[config.mk]
export PLATFORM = sky130hd
export DESIGN_NAME = mem_arbiter_r32i
export DESIGN_NICKNAME = d
export VERILOG_FILES = /design/src/rtl/r32i_mem_pkg.sv /design/src/rtl/arb_pick_r32i.sv /design/src/rtl/mem_arbiter_r32i.sv
export SDC_FILE = /design/constraint.sdc
export NUM_CORES = 1
export LEC_CHECK = 0
export BUFFER_PORTS_ARGS = -buffer_cell sky130_fd_sc_hd__buf_2
export CORE_ASPECT_RATIO = 0.8
export CORE_MARGIN = 2
export CORE_UTILIZATION = 46
export CTS_BUF_LIST = sky130_fd_sc_hd__clkbuf_4
export DETAILED_ROUTE_END_ITERATION = 8
export GPL_TIMING_DRIVEN = 0
export PLACE_DENSITY = 0.82
export SYNTH_ARGS = -nofsm -noshare
export SYNTH_HDL_FRONTEND = slang
export SYNTH_SLANG_ARGS = --single-unit
[constraint.sdc]
create_clock -name clock -period 2.1 [get_ports clock]
set_clock_uncertainty 0.15 [all_clocks]
set_input_delay 0.525 -clock clock [delete_from_list [all_inputs] [get_ports clock]]
set_output_delay 0.525 -clock clock [all_outputs]
set_load 0.05 [all_outputs]
[src/rtl/r32i_mem_pkg.sv]
// Shared types and helpers for the shared-memory-port arbiter.
package r32i_mem_pkg;

  typedef enum logic [1:0] {
    IDLE = 2'd0,
    WAIT = 2'd1,
    RESP = 2'd2
  } arbState_t;

  localparam int PRIO_FIXED = 0;
  localparam int PRIO_RR    = 1;

  // Port index width; a single-bit index is kept even for one port so vectors never collapse.
  function automatic int idxWidth(input int n);
    return (n > 1) ? $clog2(n) : 1;
  endfunction

endpackage

[src/rtl/arb_pick_r32i.sv]
// Combinational winner selection: lowest index (fixed) or first valid after LastGrant (round-robin).
module arb_pick_r32i
  import r32i_mem_pkg::*;
#(
  parameter int NumPorts     = 2,
  parameter int PriorityMode = PRIO_FIXED,
  localparam int IdxW        = idxWidth(NumPorts)
) (
  input  logic [NumPorts-1:0] ReqValid,
  input  logic [IdxW-1:0]     LastGrant,
  output logic                AnyValid,
  output logic [IdxW-1:0]     WinnerIdx,
  output logic [NumPorts-1:0] WinnerOneHot
);

  always_comb begin
    int start;
    AnyValid     = 1'b0;
    WinnerIdx    = '0;
    WinnerOneHot = '0;
    start        = (PriorityMode == PRIO_RR) ? ((int'(LastGrant) + 1) % NumPorts) : 0;
    // Wrapped region first, then the region at/after start overrides; descending scan keeps the lowest.
    for (int k = NumPorts - 1; k >= 0; k--) begin
      if (ReqValid[k] && (k < start)) begin
        AnyValid        = 1'b1;
        WinnerIdx       = IdxW'(k);
        WinnerOneHot    = '0;
        WinnerOneHot[k] = 1'b1;
      end
    end
    for (int k = NumPorts - 1; k >= 0; k--) begin
      if (ReqValid[k] && (k >= start)) begin
        AnyValid        = 1'b1;
        WinnerIdx       = IdxW'(k);
        WinnerOneHot    = '0;
        WinnerOneHot[k] = 1'b1;
      end
    end
  end

endmodule

[src/rtl/mem_arbiter_r32i.sv]
// NumPorts-way arbiter onto a single variable-latency RAM port, with a wait-state watchdog.
//   state | meaning
//   IDLE  | pick a winner, strobe its ReqReady, latch its request
//   WAIT  | MemReq asserted with latched payload until MemAck or timeout
//   RESP  | one-cycle RespValid to the owner, then back to IDLE
module mem_arbiter_r32i
  import r32i_mem_pkg::*;
#(
  parameter int dataW         = 32,
  parameter int RAMAddrSize   = 32,
  parameter int NumPorts      = 2,
  parameter int PriorityMode  = PRIO_FIXED,
  parameter int TimeoutCycles = 255
) (
  input  logic                            clock,
  input  logic                            reset,
  input  logic [NumPorts-1:0]             ReqValid,
  input  logic [NumPorts-1:0]             ReqWrite,
  input  logic [NumPorts*RAMAddrSize-1:0] ReqAddr,
  input  logic [NumPorts*dataW-1:0]       ReqData,
  output logic [NumPorts-1:0]             ReqReady,
  output logic [NumPorts-1:0]             RespValid,
  output logic [dataW-1:0]                RespData,
  output logic                            RespError,
  output logic                            MemReq,
  output logic                            MemWrite,
  output logic [RAMAddrSize-1:0]          MemAddr,
  output logic [dataW-1:0]                MemDataOut,
  input  logic                            MemAck,
  input  logic [dataW-1:0]                MemDataIn,
  output logic                            Busy
);

  localparam int IdxW = idxWidth(NumPorts);
  localparam int CntW = $clog2(TimeoutCycles + 1);

  arbState_t              state, nextState;
  logic [IdxW-1:0]        lastGrant, owner;
  logic                   latWrite;
  logic [RAMAddrSize-1:0] latAddr;
  logic [dataW-1:0]       latData;
  logic [CntW-1:0]        waitCount;
  logic [dataW-1:0]       respData;
  logic                   respError;

  logic                   anyValid;
  logic [IdxW-1:0]        winnerIdx;
  logic [NumPorts-1:0]    winnerOneHot;
  logic                   selWrite;
  logic [RAMAddrSize-1:0] selAddr;
  logic [dataW-1:0]       selData;
  logic                   timeoutHit;

  arb_pick_r32i #(
    .NumPorts    (NumPorts),
    .PriorityMode(PriorityMode)
  ) uPick (
    .ReqValid    (ReqValid),
    .LastGrant   (lastGrant),
    .AnyValid    (anyValid),
    .WinnerIdx   (winnerIdx),
    .WinnerOneHot(winnerOneHot)
  );

  always_comb begin
    selWrite = 1'b0;
    selAddr  = '0;
    selData  = '0;
    for (int k = 0; k < NumPorts; k++) begin
      if (winnerOneHot[k]) begin
        selWrite = ReqWrite[k];
        selAddr  = ReqAddr[k*RAMAddrSize +: RAMAddrSize];
        selData  = ReqData[k*dataW +: dataW];
      end
    end
  end

  assign timeoutHit = (waitCount == CntW'(TimeoutCycles));

  always_ff @(posedge clock) begin
    if (reset) state <= IDLE;
    else       state <= nextState;
  end

  always_comb begin
    nextState = state;
    case (state)
      IDLE:    if (anyValid) nextState = WAIT;
      WAIT:    if (MemAck || timeoutHit) nextState = RESP;
      RESP:    nextState = IDLE;
      default: nextState = IDLE;
    endcase
  end

  always_ff @(posedge clock) begin
    if (reset) begin
      lastGrant <= IdxW'(NumPorts - 1);
      owner     <= '0;
      latWrite  <= 1'b0;
      latAddr   <= '0;
      latData   <= '0;
      waitCount <= '0;
      respData  <= '0;
      respError <= 1'b0;
    end else begin
      case (state)
        IDLE: begin
          waitCount <= '0;
          if (anyValid) begin
            owner     <= winnerIdx;
            lastGrant <= winnerIdx;
            latWrite  <= selWrite;
            latAddr   <= selAddr;
            latData   <= selData;
          end
        end
        WAIT: begin
          // An ack on the expiry cycle still completes the access cleanly.
          if (MemAck) begin
            respData  <= latWrite ? '0 : MemDataIn;
            respError <= 1'b0;
          end else if (timeoutHit) begin
            respData  <= '0;
            respError <= 1'b1;
          end else begin
            waitCount <= waitCount + 1'b1;
          end
        end
        default: waitCount <= '0;
      endcase
    end
  end

  always_comb begin
    ReqReady  = '0;
    RespValid = '0;
    if (state == IDLE && !reset) ReqReady = winnerOneHot;
    for (int k = 0; k < NumPorts; k++) begin
      if (state == RESP && owner == IdxW'(k)) RespValid[k] = 1'b1;
    end
    MemReq     = (state == WAIT) && !timeoutHit;
    MemWrite   = MemReq && latWrite;
    MemAddr    = latAddr;
    MemDataOut = latData;
    RespData   = respData;
    RespError  = respError;
    Busy       = (state != IDLE);
  end

endmodule

==> qor.yml, run 1 <==
finalCritPeriodShare_pct: 107
worstSetupPathType: "reg2out"
fin_nets: 1027
start_util_pct: 46.7
nFillCells: 963
insertion_delay_ns: 0.46
fin_crit_ns: 2.24
irDropWorstVdd_mv: 0.410
ys.flop_type: "dfxtp_1"
yosys_register_bits: 109
grt_remaining_overflow: 0
status: "finished, violations left"
yosys_warnings: 0
rsz0062_at_grt: "yes"
setup_ws_ns: -0.140
drt_iter0_markers: 286
finalSetupViolations: 4
path_clk_slew_ns: 0.17
fp.dieH_um: 97.5
post-route-cell-area_um2: 7010
synth_top_cell_area_share_pct: 43.4
area_growth_pct: 39.5
reg2reg_depth: 7
crit_path_end_kind: "primary output"
hold_class: "in2reg"
cts-root-buf: "clkbuf_4"
antenna_found_initial: 0
viasPerCell: 5.60
netlist_area_um2: 5020
finalHoldViolCount: 0
synthTopCellsByArea: "dfxtp_1 (43%), a21oi_1 (13%), a211oi_1 (6.1%)"
p_leak_uw: 0.00303
dp_hpwl_mm: 12.1
grt_pass1_wl_mm: 26.3
routed-via-count: 5643
rows: 34
cts.sinks: 109
r2r_slack_ns: 0.12
synth_area_leader_cell: "dfxtp_1"
final_antenna_net_count: 0
core_area_um2: 10800
drc: 0
cap_violations: 0
track_usage_pct: 27.5
finalPower_uw: 5180
final_layout_size_suffix_gt1_share_pct: 43.6
finalMaxSlewViolations: 0
htreeDepth: 3
fp.dieW_um: 121
ys_types: 36
hold_end: "MemDataOut[19]"
cts_made_buffers: 9
startpoint_type: "flop"
synthCells: 566
slew_headroom_pct: 61.2
setup_tns_ns: -0.409
placed_cell_area_um2: 6590
final_cell_count_no_fill: 1007
timing.rr.end: "MemAddr[19]"
powerDensity_nw_per_um2: 739
timing.fmax_ghz: 0.447
drt-total-wl_mm: 16.6
synth_edf_count: 0
worstPathArrival_ns: 1.56
synth_nets: 734
grt_pass1_vias: 5384
place_congestion: 0.876
grt_max_degree: 19
async_reset_ff_share_pct: 0
holdCritStartpoint: "ReqData[19]"
detail_route.wl_per_cell_um: 16.5
synth_most_common_cell: "a21oi_1"
yosys-top-cells-count: "a21oi_1 (133), dfxtp_1 (109), nand2_1 (44), a211oi_1 (41), clkbuf_1 (35)"
diodes: 0
hold_depth: 3
portBuffers: 269
cts.path.max_buffers: 2
avgSynthCellArea_um2: 8.87
ys_seq_area_share_pct: 43.4
crit_fanout: 2
first_pass_iters: 5
violations: "setup timing"
io_pins: 271
placed_cells: 979
cts_tree: "done"
tightest_slew_ns: 0.582
cp_data_required_time_ns: 1.42
design.die.area_um2: 11800
r2r-start: "state[1]"
[stage by stage]
stage	hold WS, ns	setup WS, ns	utilization [%]
4_1_cts	0.133	-0.175	64.4
6_report	0.155	-0.140	65.1
3_3_place_gp	0.306	-0.569	61.2
3_5_place_dp	0.313	-0.592	61.2
5_1_grt	0.147	-0.209	65.1
2_1_floorplan	0.288	-0.110	-
[cells by family (layout without fill, tap and decap cells)]
group,Yosys count,count (layout),synth area share [%]
adders and majority gates,1,1,0.249
DFF,109,109,43.4
buffers and inverters,66,363,6.45
muxes,6,6,1.20
AOI/OAI and AO/OA,273,273,35.6
and+or+nand+nor,111,111,13.1
[power breakdown]
part | internal, uW | switching (uW) | total, uW
sequential | 2240 | 103 | 2340
clock | 251 | 721 | 972
combinational | 608 | 1260 | 1870
total | 3100 | 2080 | 5180
[how the worst max path moves through the flow]
stage / slack (ns) / end / from
after global routing: -0.21 / MemWrite / waitCount[1]
final: -0.14 / MemWrite / waitCount[0]
after detailed placement: -0.59 / ReqReady[1] / reset
after floorplan: -0.11 / MemWrite / waitCount[0]
after CTS: -0.17 / MemWrite / waitCount[0]
after global placement: -0.57 / ReqReady[1] / reset
[cell type report]
| cell class | instances | area (um^2) | area share (%) |
|---|---|---|---|
| well taps | 144 | 180 | 2.57 |
| clock inverters | 6 | 47.5 | 0.678 |
| flip-flops and latches | 109 | 2200 | 31.4 |
| clock buffers | 9 | 67.6 | 0.964 |
| plain buffers | 59 | 317 | 4.52 |
| inverters | 1 | 11.3 | 0.161 |
| multi-input cells | 391 | 2630 | 37.5 |
| repair buffers | 288 | 1560 | 22.2 |
[what timing repair did]
action,in CTS,in global routing
resized for setup,48,15
hold endpoints to repair,0,0
setup buffers,15,5
endpoints found under the setup margin,16,39
cloned,0,0
hold buffers,0,0
pin swaps,6,4
[state kept, by name, indices dropped and copies added (netlist names)]
signal,flops
MemDataOut,32
latWrite,1
waitCount,8
owner,1
state,2
RespError,1
MemAddr,32
RespData,32
[routing by layer]
layer / GRT usage (%) / share of wire (%)
met1: 35.4 / 43
met3: 6.46 / 8.0
met2: 46.0 / 47
met4: 7.87 / 2.0
met5: 0 / 0
[critical path: stages (launching register included)]
cell	delay (ns)
dfxtp_4	0.38
ha_4	0.15
and3_4	0.16
a21oi_4	0.12
and2_4	0.16
buf_8	0.14
[cell usage in the layout (no fill, tap or decap), drive strengths merged, types with 2 or more instances in the layout]
master    n
nor2      5
clkinv    2
nand2b    8
dfxtp   109
nand2    44
a311oi   34
a211oi   41
nor3b     3
and3      2
mux2i     6
o21ai    30
a22oi    31
nand4b    3
buf     314
inv       4
nand3b   34
a21oi   134
nor2b     4
clkbuf   42
No activity file was read; power rests on OpenSTA's default activity.
==> run 2, diff against run 1 <==
--- a/config.mk
+++ b/config.mk
@@ -12,7 +12,7 @@
 export CTS_BUF_LIST = sky130_fd_sc_hd__clkbuf_4
 export DETAILED_ROUTE_END_ITERATION = 8
 export GPL_TIMING_DRIVEN = 0
-export PLACE_DENSITY = 0.82
+export PLACE_DENSITY = 0.89
 export SYNTH_ARGS = -nofsm -noshare
 export SYNTH_HDL_FRONTEND = slang
 export SYNTH_SLANG_ARGS = --single-unit
==> qor.yml, run 2 (synthesis results as in run 1) <==
track_usage_pct: 28.0  # was 27.5%
cts_tree: "done"  # unchanged
finalPower_uw: 5430  # was 5180 uW
finalSetupViolations: 5  # was 4
cts.sinks: 109  # unchanged
setup_tns_ns: -0.509  # was -0.409 ns
first_pass_iters: 5  # unchanged
grt_pass1_vias: 5392  # was 5384
ff_latch_area_um2: 2200  # about the same
final_common_cell: "buf_2"  # unchanged
hold_class: "in2reg"  # unchanged
core_area_um2: 10800  # unchanged
drt-total-wl_mm: 17.2  # was 16.6 mm
design.die.area_um2: 11800  # unchanged
crit_path_end_kind: "primary output"  # unchanged
rsz0062_at_grt: "yes"  # unchanged
drt_iter0_markers: 325  # was 286
status: "finished, violations left"  # unchanged
cts_hold_buf: 0  # unchanged
place_congestion: 0.868  # was 0.876
slew_headroom_pct: 60.4  # was 61.2%
cts-root-buf: "clkbuf_4"  # unchanged
portBuffers: 269  # unchanged
area_growth_pct: 41.2  # was 39.5%
fp.dieW_um: 121  # unchanged
final_layout_size_suffix_gt1_share_pct: 43.7  # was 43.6%
p_leak_uw: 0.00306  # was 0.00303 uW
dp_hpwl_mm: 12.2  # was 12.1 mm
timing.fmax_ghz: 0.446  # was 0.447 GHz
tightest_slew_ns: 0.594  # was 0.582 ns
cp_data_required_time_ns: 1.42  # about the same
final_cell_mix: "buf_2 (276), a21oi_1 (132), dfxtp_1 (101), nand2_1 (43), a211oi_1 (41)"  # was buf_2 (277), a21oi_1 (132), dfxtp_1 (101), nand2_1 (43), a211oi_1 (41)
finalCritPeriodShare_pct: 107  # about the same
rows: 34  # unchanged
routed-via-count: 5714  # was 5643
nFillCells: 926  # was 963
multi_input_area_um2: 2630  # about the same
final_antenna_net_count: 0  # unchanged
io_pins: 271  # unchanged
irDropWorstVdd_mv: 0.501  # was 0.410 mV
antenna_found_initial: 0  # unchanged
start_util_pct: 46.7  # unchanged
worstSetupPathType: "reg2out"  # unchanged
finalHoldViolCount: 0  # unchanged
grt_max_degree: 19  # unchanged
worstPathArrival_ns: 1.57  # was 1.56 ns
viasPerCell: 5.65  # was 5.60
crit_fanout: 2  # unchanged
startpoint_type: "flop"  # unchanged
hold_slack_ns: 0.176  # was 0.155 ns
grt_pass1_wl_mm: 26.7  # was 26.3 mm
fin_crit_ns: 2.24  # about the same
htreeDepth: 3  # unchanged
grt_remaining_overflow: 0  # unchanged
detail_route.wl_per_cell_um: 17.0  # was 16.5 um
cts_made_buffers: 9  # unchanged
finalMaxSlewViolations: 0  # unchanged
path_clk_slew_ns: 0.16  # was 0.17 ns
diodes: 0  # unchanged
fin_nets: 1030  # was 1027
cts.path.max_buffers: 2  # unchanged
powerDensity_nw_per_um2: 766  # was 739 nW/um^2
post-route-util_pct: 65.9  # was 65.1%
violations: "setup timing"  # unchanged
insertion_delay_ns: 0.45  # was 0.46 ns
fp.dieH_um: 97.5  # unchanged
setup_ws_ns: -0.140  # about the same
drc: 0  # unchanged
cap_violations: 0  # unchanged
-- run 2: worst paths after layout --
kind | start | to | slack [ns] | cells past startpoint
worst max-delay path | waitCount[0] | MemWrite | -0.14 | 5
worst min-delay path | ReqData[22] | MemDataOut[22] | 0.18 | 3
worst max register to register | waitCount[0] | RespData[22] | 0.15 | 6
worst min register to register | MemDataOut[13] | MemDataOut[13] | 0.33 | 2
-- run 2: critical path: stages, from the launching register on --
cell and delay (ns):
dfxtp_4 0.39, ha_4 0.16, and3_4 0.16, a21oi_4 0.12
and2_4 0.15, buf_8 0.14
-- run 2: report_power, final --
part	internal, uW	switching [uW]
clock	495	702
sequential	2240	98.3
combinational	620	1270
-- run 2: through the flow --
| step | area (um^2) | setup slack [ns] | instances |
|---|---|---|---|
| after detailed placement | 6590 | -0.612 | 979 |
| after global routing | 7090 | -0.195 | 1011 |
| after CTS | 7030 | -0.165 | 1005 |
| after floorplan | 5060 | -0.110 | 566 |
| after global placement | 6590 | -0.630 | 979 |
| final | 7090 | -0.140 | 1011 |
-- run 2: repair_timing --
action                     CTS  global route
resized for setup           62            13
pin swaps                    5             4
setup endpoints to repair    6            17
setup buffers               15             8
-- run 2: per-layer routing --
metal  global-route usage [%]  part of all wire (%)  vias up
met5                        0                     0        -
met1                     36.0                    42     2681
li1                         -                     -     2725
met4                     7.25                   1.5        0
met3                     6.57                   7.8       24
met2                     47.0                    48      284
-- run 2: cell type report --
class	instances	area share, %
Sequential cell	109	31.1
Buffer	59	4.46
Tap cell	144	2.54
Clock buffer	10	1.06
Inverter	1	0.159
Clock inverter	6	1.24
Multi-Input combinational cell	391	37.0
Timing Repair Buffer	291	22.4
